**src/rtl/wordline_sequencer.sv**
```systemverilog
// Registered row sequencer: per row a PRE_CYC precharge phase then a PULSE_CYC one-hot wordline pulse.
// Accept-to-first-precharge latency is 1 cycle; req is ignored (not queued) while busy; ready only in IDLE.
module wordline_sequencer #(
  parameter int ADR_W     = 3,
  parameter int PRE_CYC   = 1,
  parameter int PULSE_CYC = 2
) (
  input  logic                  clk,
  input  logic                  rst_n,
  input  logic                  req,
  input  logic [ADR_W-1:0]      adr,
  input  logic [ADR_W-1:0]      burst,
  input  logic                  we,
  output logic                  ready,
  output logic                  pre,
  output logic [2**ADR_W-1:0]   sel_x,
  output logic                  wen,
  output logic [ADR_W-1:0]      cur_adr,
  output logic                  done
);

  localparam int ROWS  = 2**ADR_W;
  localparam int MAXC  = (PRE_CYC > PULSE_CYC) ? PRE_CYC : PULSE_CYC;
  localparam int CNT_W = (MAXC > 1) ? $clog2(MAXC) : 1;
  localparam logic [CNT_W-1:0] PRE_LAST = CNT_W'(PRE_CYC - 1);
  localparam logic [CNT_W-1:0] PUL_LAST = CNT_W'(PULSE_CYC - 1);
  localparam logic [ROWS-1:0]  ONE_ROW  = ROWS'(1);

  typedef enum logic [1:0] {IDLE, PRE, WL} state_t;

  state_t            state_q, state_d;
  logic [CNT_W-1:0]  cnt_q, cnt_d;
  logic [ADR_W-1:0]  rem_q, rem_d;
  logic [ADR_W-1:0]  adr_q, adr_d;
  logic              we_q, we_d;
  logic              pre_q, pre_d;
  logic [ROWS-1:0]   sel_q, sel_d;
  logic              wen_q, wen_d;
  logic              done_q, done_d;

  always_ff @(posedge clk or negedge rst_n) begin
    if (!rst_n) begin
      state_q <= IDLE;
      cnt_q   <= '0;
      rem_q   <= '0;
      adr_q   <= '0;
      we_q    <= 1'b0;
      pre_q   <= 1'b0;
      sel_q   <= '0;
      wen_q   <= 1'b0;
      done_q  <= 1'b0;
    end else begin
      state_q <= state_d;
      cnt_q   <= cnt_d;
      rem_q   <= rem_d;
      adr_q   <= adr_d;
      we_q    <= we_d;
      pre_q   <= pre_d;
      sel_q   <= sel_d;
      wen_q   <= wen_d;
      done_q  <= done_d;
    end
  end

  always_comb begin
    state_d = state_q;
    cnt_d   = cnt_q;
    rem_d   = rem_q;
    adr_d   = adr_q;
    we_d    = we_q;
    done_d  = 1'b0;
    case (state_q)
      IDLE: begin
        if (req) begin
          state_d = PRE;
          cnt_d   = '0;
          adr_d   = adr;
          rem_d   = burst;
          we_d    = we;
        end
      end
      PRE: begin
        if (cnt_q == PRE_LAST) begin
          state_d = WL;
          cnt_d   = '0;
        end else begin
          cnt_d = cnt_q + 1'b1;
        end
      end
      WL: begin
        if (cnt_q == PUL_LAST) begin
          cnt_d = '0;
          if (rem_q != '0) begin
            state_d = PRE;
            adr_d   = adr_q + 1'b1;
            rem_d   = rem_q - 1'b1;
          end else begin
            state_d = IDLE;
            done_d  = 1'b1;
          end
        end else begin
          cnt_d = cnt_q + 1'b1;
        end
      end
      default: state_d = IDLE;
    endcase
    // Outputs are decoded from the next state so every array-facing signal leaves a flop.
    pre_d = (state_d == PRE);
    sel_d = (state_d == WL) ? (ONE_ROW << adr_d) : '0;
    wen_d = (state_d == WL) && we_d;
  end

  assign ready   = (state_q == IDLE);
  assign pre     = pre_q;
  assign sel_x   = sel_q;
  assign wen     = wen_q;
  assign cur_adr = adr_q;
  assign done    = done_q;

endmodule

```
**config.mk**
```make
export PLATFORM = sky130hd
export DESIGN_NAME = wordline_sequencer
export DESIGN_NICKNAME = d
export VERILOG_FILES = /design/src/rtl/wordline_sequencer.sv
export SDC_FILE = /design/constraint.sdc
export NUM_CORES = 1
export LEC_CHECK = 0
export CORE_MARGIN = 2
export CORE_UTILIZATION = 43
export DETAILED_ROUTE_END_ITERATION = 10
export PLACE_DENSITY = 0.74
export SYNTH_ARGS = -nofsm -noshare
export SYNTH_HDL_FRONTEND = slang
export SYNTH_SLANG_ARGS = --single-unit
```
**constraint.sdc**
```tcl
create_clock -name clk -period 1.86 [get_ports clk]
set_clock_uncertainty 0.15 [all_clocks]
set_input_delay 0.558 -clock clk [delete_from_list [all_inputs] [get_ports clk]]
set_output_delay 0.558 -clock clk [all_outputs]
set_load 0.02 [all_outputs]
```
==> results.txt <==
The run finished with clean final reports. The transition time at the pin with the least slew margin works out to 0.266 ns. TritonCTS built the clock tree. The DRC violation count after routing was 0; the number of unique standard cell types used by synthesis was 37. The logs give 0.821 for the routability-driven placement congestion ratio and 0 ns for the setup TNS. By area the synthesized netlist is led by sky130_fd_sc_hd__dfrtp_1 (52%), sky130_fd_sc_hd__nor3_1 (3.9%), sky130_fd_sc_hd__ha_1 (3.7%). In this run the horizontal extent of the chip is 52.7 um. At the end of the flow the core is filled with cells to 65.5%.

Clock latency on the worst-skew pair, taken at its later pin, is 0.30 ns. For the number of nets in the final layout, the log shows 155. The root buffer cell chosen for the clock tree is sky130_fd_sc_hd__clkbuf_4.

Power per standard cell area: 1660 mW/mm^2. The end of the worst hold path was we_q$_DFF_PN0_. In this run, synthesis produced a sequential element count of 21. The via total after detailed routing was 884; the required time of the critical path was 1.91 ns.

Setup violations remaining at the end of the flow were counted as 0. The clock drives 21 sinks. The logs give 9.0% for the part of the power in the clock network and 1670 um for the detailed placement HPWL. The fraction of synthesized cell area taken by the top area cell type came out at 51.6%. The run gives 0.00139 mm^2 as the cell area after placement. The run gives 22 as the largest net degree at the start of global routing. Critical path endpoint category: a register. The tools report the origin of the worst min-delay path as we_q$_DFF_PN0_.

The number of iterations in the first detailed-routing pass was 4; the number of hold violations in the final report was 0. The number of nets handed over by synthesis was 113. In the finished design, the share of the clock period the worst path needs comes to 98.7%. Wire length of the first global-routing pass: 3650 um.

Startpoint of the lowest-slack register-to-register path: rem_q[0]$_DFFE_PN0P_. Measured along the y axis, the die boundary spans 52.7 um. The number of antenna diodes in the final layout is 0.

The arrival time at the worst endpoint came out at 1.88 ns. Dividing the synthesized area by the synthesized cell count gives 10.2 um^2. The number of buffers added by the clock tree synthesis step was 3.

The worst pin sits at a relative slew slack of 82.3%. The worst setup path is launched from a register. The count of input and output buffers is 24, and the switching power is 1.06 mW. The core region is 0.00223 mm^2.

Pin placement for this block handled 25 I/O pins. The first routing iteration left 7 violations. The tools report the combinational share of power as 60.7%.

The depth of the CTS H-tree came out at 1. Hold repair after CTS inserted 0 buffers. In this run, synthesis inferred 0 flip-flops with an integrated enable.

The run gives 0 as the initial antenna violation count. Across every metal layer, demand over resource in global routing totals 18.4%. The post-placement cell count came out at 163. Sequential cells were found to cover 51.6% of the synthesized design area. Number of global-route vias before repair: 847. For this run, asynchronously set or reset flops after synthesis account for 100%. Once the floorplan was initialized, standard cells occupied 45.6% of the core. Once detail routing completed, the nets flagged for antenna violations numbered 0. The internal power component came out at 1.38 mW.

The path type of the worst setup path was register to register. Summed over all cells, the static leakage comes to 0.704 nW. The run gives 2 as the buffer depth of the longest clock path. The count of cells in the finished layout, fillers not included, comes to 169.

The completed layout was analyzed and its total power is 2.43 mW. The sequential fraction of design power is 30.3%, and the largest fanout of any net on the critical path is 5. The area overhead of the layout relative to synthesis came out at 43.6%.

IR analysis of the VDD net gives a maximum drop of 0.943 mV. Final standard cell area without fillers: 0.00146 mm^2. Derived from the worst setup path, the maximum achievable clock frequency is 0.545 GHz. Dominant synthesized flop cell: sky130_fd_sc_hd__dfrtp_1. The total global routing overflow is 0. The detail-routed net length per standard cell was 13.0 um; the net switching fraction of the power was 43.5%. The run gives 0 as the max-slew violation total from the final report. The worst register-to-register path ends at sel_x[3]$_DFF_PN0_.

The die outline area was 0.00277 mm^2. Counting cells, the worst reg-to-reg path comes to 7. The number of vias per cell was 5.23; the summed instance area of the synthesized netlist was 0.00102 mm^2.

The clock period minus worst slack works out to 1.84 ns. Count of standard-cell rows: 17. The reg-to-reg setup timing slack was 0.02 ns.

After detailed routing, the total wire length is 2190 um. During synthesis, Yosys emitted a total of 0 warnings. In this run the worst hold path is classified as register to register.

Cells with a size suffix above 1 make up 28.4% of the layout. Max-cap violations in this run came to 0. The worst hold path depth works out to 1. Setup repair after global routing could not meet its margin everywhere.

After clock tree synthesis, the clock-pin slew on the worst setup and hold paths is 0.11 ns. The synthesized design spends more area on one cell type than any other, namely sky130_fd_sc_hd__dfrtp_1. The tools report the synthesized netlist cell count as 100.
==> metrics by stage <==
step / setup slack, ns / hold WS (ns)
final: 0.0236 / 0.357
after global routing: -0.0619 / 0.371
after CTS: 0.000703 / 0.361
after detailed placement: -0.439 / 0.335
after global placement: -0.384 / 0.331
after floorplan: 0.0159 / 0.112
==> synth_stat cells, types with 2 or more instances <==
master	count
sky130_fd_sc_hd__nor2_1	8
sky130_fd_sc_hd__buf_2	2
sky130_fd_sc_hd__o21ai_0	4
sky130_fd_sc_hd__mux2i_1	2
sky130_fd_sc_hd__dfrtp_1	21
sky130_fd_sc_hd__ha_1	3
sky130_fd_sc_hd__inv_1	6
sky130_fd_sc_hd__or3_1	2
sky130_fd_sc_hd__nand2b_1	2
sky130_fd_sc_hd__nor3_1	8
sky130_fd_sc_hd__nand2_1	5
sky130_fd_sc_hd__nor2b_1	3
sky130_fd_sc_hd__o22a_2	2
sky130_fd_sc_hd__a21oi_1	4
sky130_fd_sc_hd__o22ai_1	4
sky130_fd_sc_hd__nand3_1	3
==> repair_timing <==
item	4_1_cts	5_1_grt
pin swaps	2	5
setup endpoints to repair	25	10
gates resized for setup	23	11
buffers inserted	0	2
==> logic make-up (layout without fill, tap and decap cells) <==
family	Yosys count	count (layout)	synth area share, %
simple gates	38	38	19.8
compound gates	21	21	14.4
flops	21	21	51.6
buf+inv	12	53	5.77
fa+ha+maj	3	3	3.69
mux	3	3	3.07
xor+xnor	2	2	1.72
==> routing by layer <==
| layer | share of wire (%) | track usage [%] |
|---|---|---|
| met2 | 49 | 31.0 |
| met1 | 45 | 22.4 |
| met3 | 4.0 | 3.14 |
| met5 | 0 | 0 |
| met4 | 1.6 | 9.40 |
==> power groups by stage <==
stage               Combinational (mW)  Clock, mW  Sequential, mW
finish                            1.48      0.219           0.738
floorplan                        0.728          0           0.847
global route                      1.62      0.239           0.760
detailed placement                1.41          0           0.744
global placement                  1.39          0           0.737
CTS                               1.38      0.222           0.731
==> cell type report <==
cell class	instances	area, um^2
Fill cell	190	771
Timing Repair Buffer	42	354
Sequential cell	21	526
Tap cell	28	35.0
Multi-Input combinational cell	67	493
Inverter	7	28.8
Clock buffer	4	26.3
==> registers in the layout (all words and copies together), names as in the netlist <==
register and flops:
we_q 1, sel_x 8, pre 1, state_q 2, rem_q 3, done 1
cur_adr 3, wen 1, cnt_q 1
==> placed cells by master, fill, tap and decap left out, types with 2 or more instances in the layout <==
cell type / n
sky130_fd_sc_hd__dlygate4sd2_1: 16
sky130_fd_sc_hd__buf_4: 17
sky130_fd_sc_hd__nor3_1: 2
sky130_fd_sc_hd__nand2b_1: 2
sky130_fd_sc_hd__o21ai_0: 4
sky130_fd_sc_hd__or3_1: 2
sky130_fd_sc_hd__clkbuf_4: 3
sky130_fd_sc_hd__nand3_1: 3
sky130_fd_sc_hd__o22a_2: 2
sky130_fd_sc_hd__inv_2: 2
sky130_fd_sc_hd__dfrtp_1: 21
sky130_fd_sc_hd__mux2i_1: 2
sky130_fd_sc_hd__inv_1: 4
sky130_fd_sc_hd__clkdlybuf4s50_1: 7
sky130_fd_sc_hd__nor3_2: 6
sky130_fd_sc_hd__nor2b_1: 2
sky130_fd_sc_hd__a21oi_1: 4
sky130_fd_sc_hd__nor2_1: 8
sky130_fd_sc_hd__nand2_1: 5
sky130_fd_sc_hd__o22ai_1: 4
==> how the worst max path moves through the flow <==
stage | from | to | slack, ns
final | rem_q[0]$_DFFE_PN0P_ | sel_x[3]$_DFF_PN0_ | 0.02
after global routing | rem_q[0]$_DFFE_PN0P_ | sel_x[2]$_DFF_PN0_ | -0.06
after CTS | rem_q[0]$_DFFE_PN0P_ | sel_x[0]$_DFF_PN0_ | 0.0007
after detailed placement | req | sel_x[4]$_DFF_PN0_ | -0.44
after global placement | req | sel_x[4]$_DFF_PN0_ | -0.38
after floorplan | rem_q[0]$_DFFE_PN0P_ | sel_x[6]$_DFF_PN0_ | 0.02
==> critical path, stage by stage (launching register included) <==
cell and delay, ns:
sky130_fd_sc_hd__dfrtp_1 0.40, sky130_fd_sc_hd__inv_2 0.08, sky130_fd_sc_hd__ha_4 0.13, sky130_fd_sc_hd__nor2b_4 0.15, sky130_fd_sc_hd__nor4b_2 0.06, sky130_fd_sc_hd__or4_4 0.59
sky130_fd_sc_hd__inv_4 0.11, sky130_fd_sc_hd__nor3_1 0.06
Power figures use the tool's default switching activity.
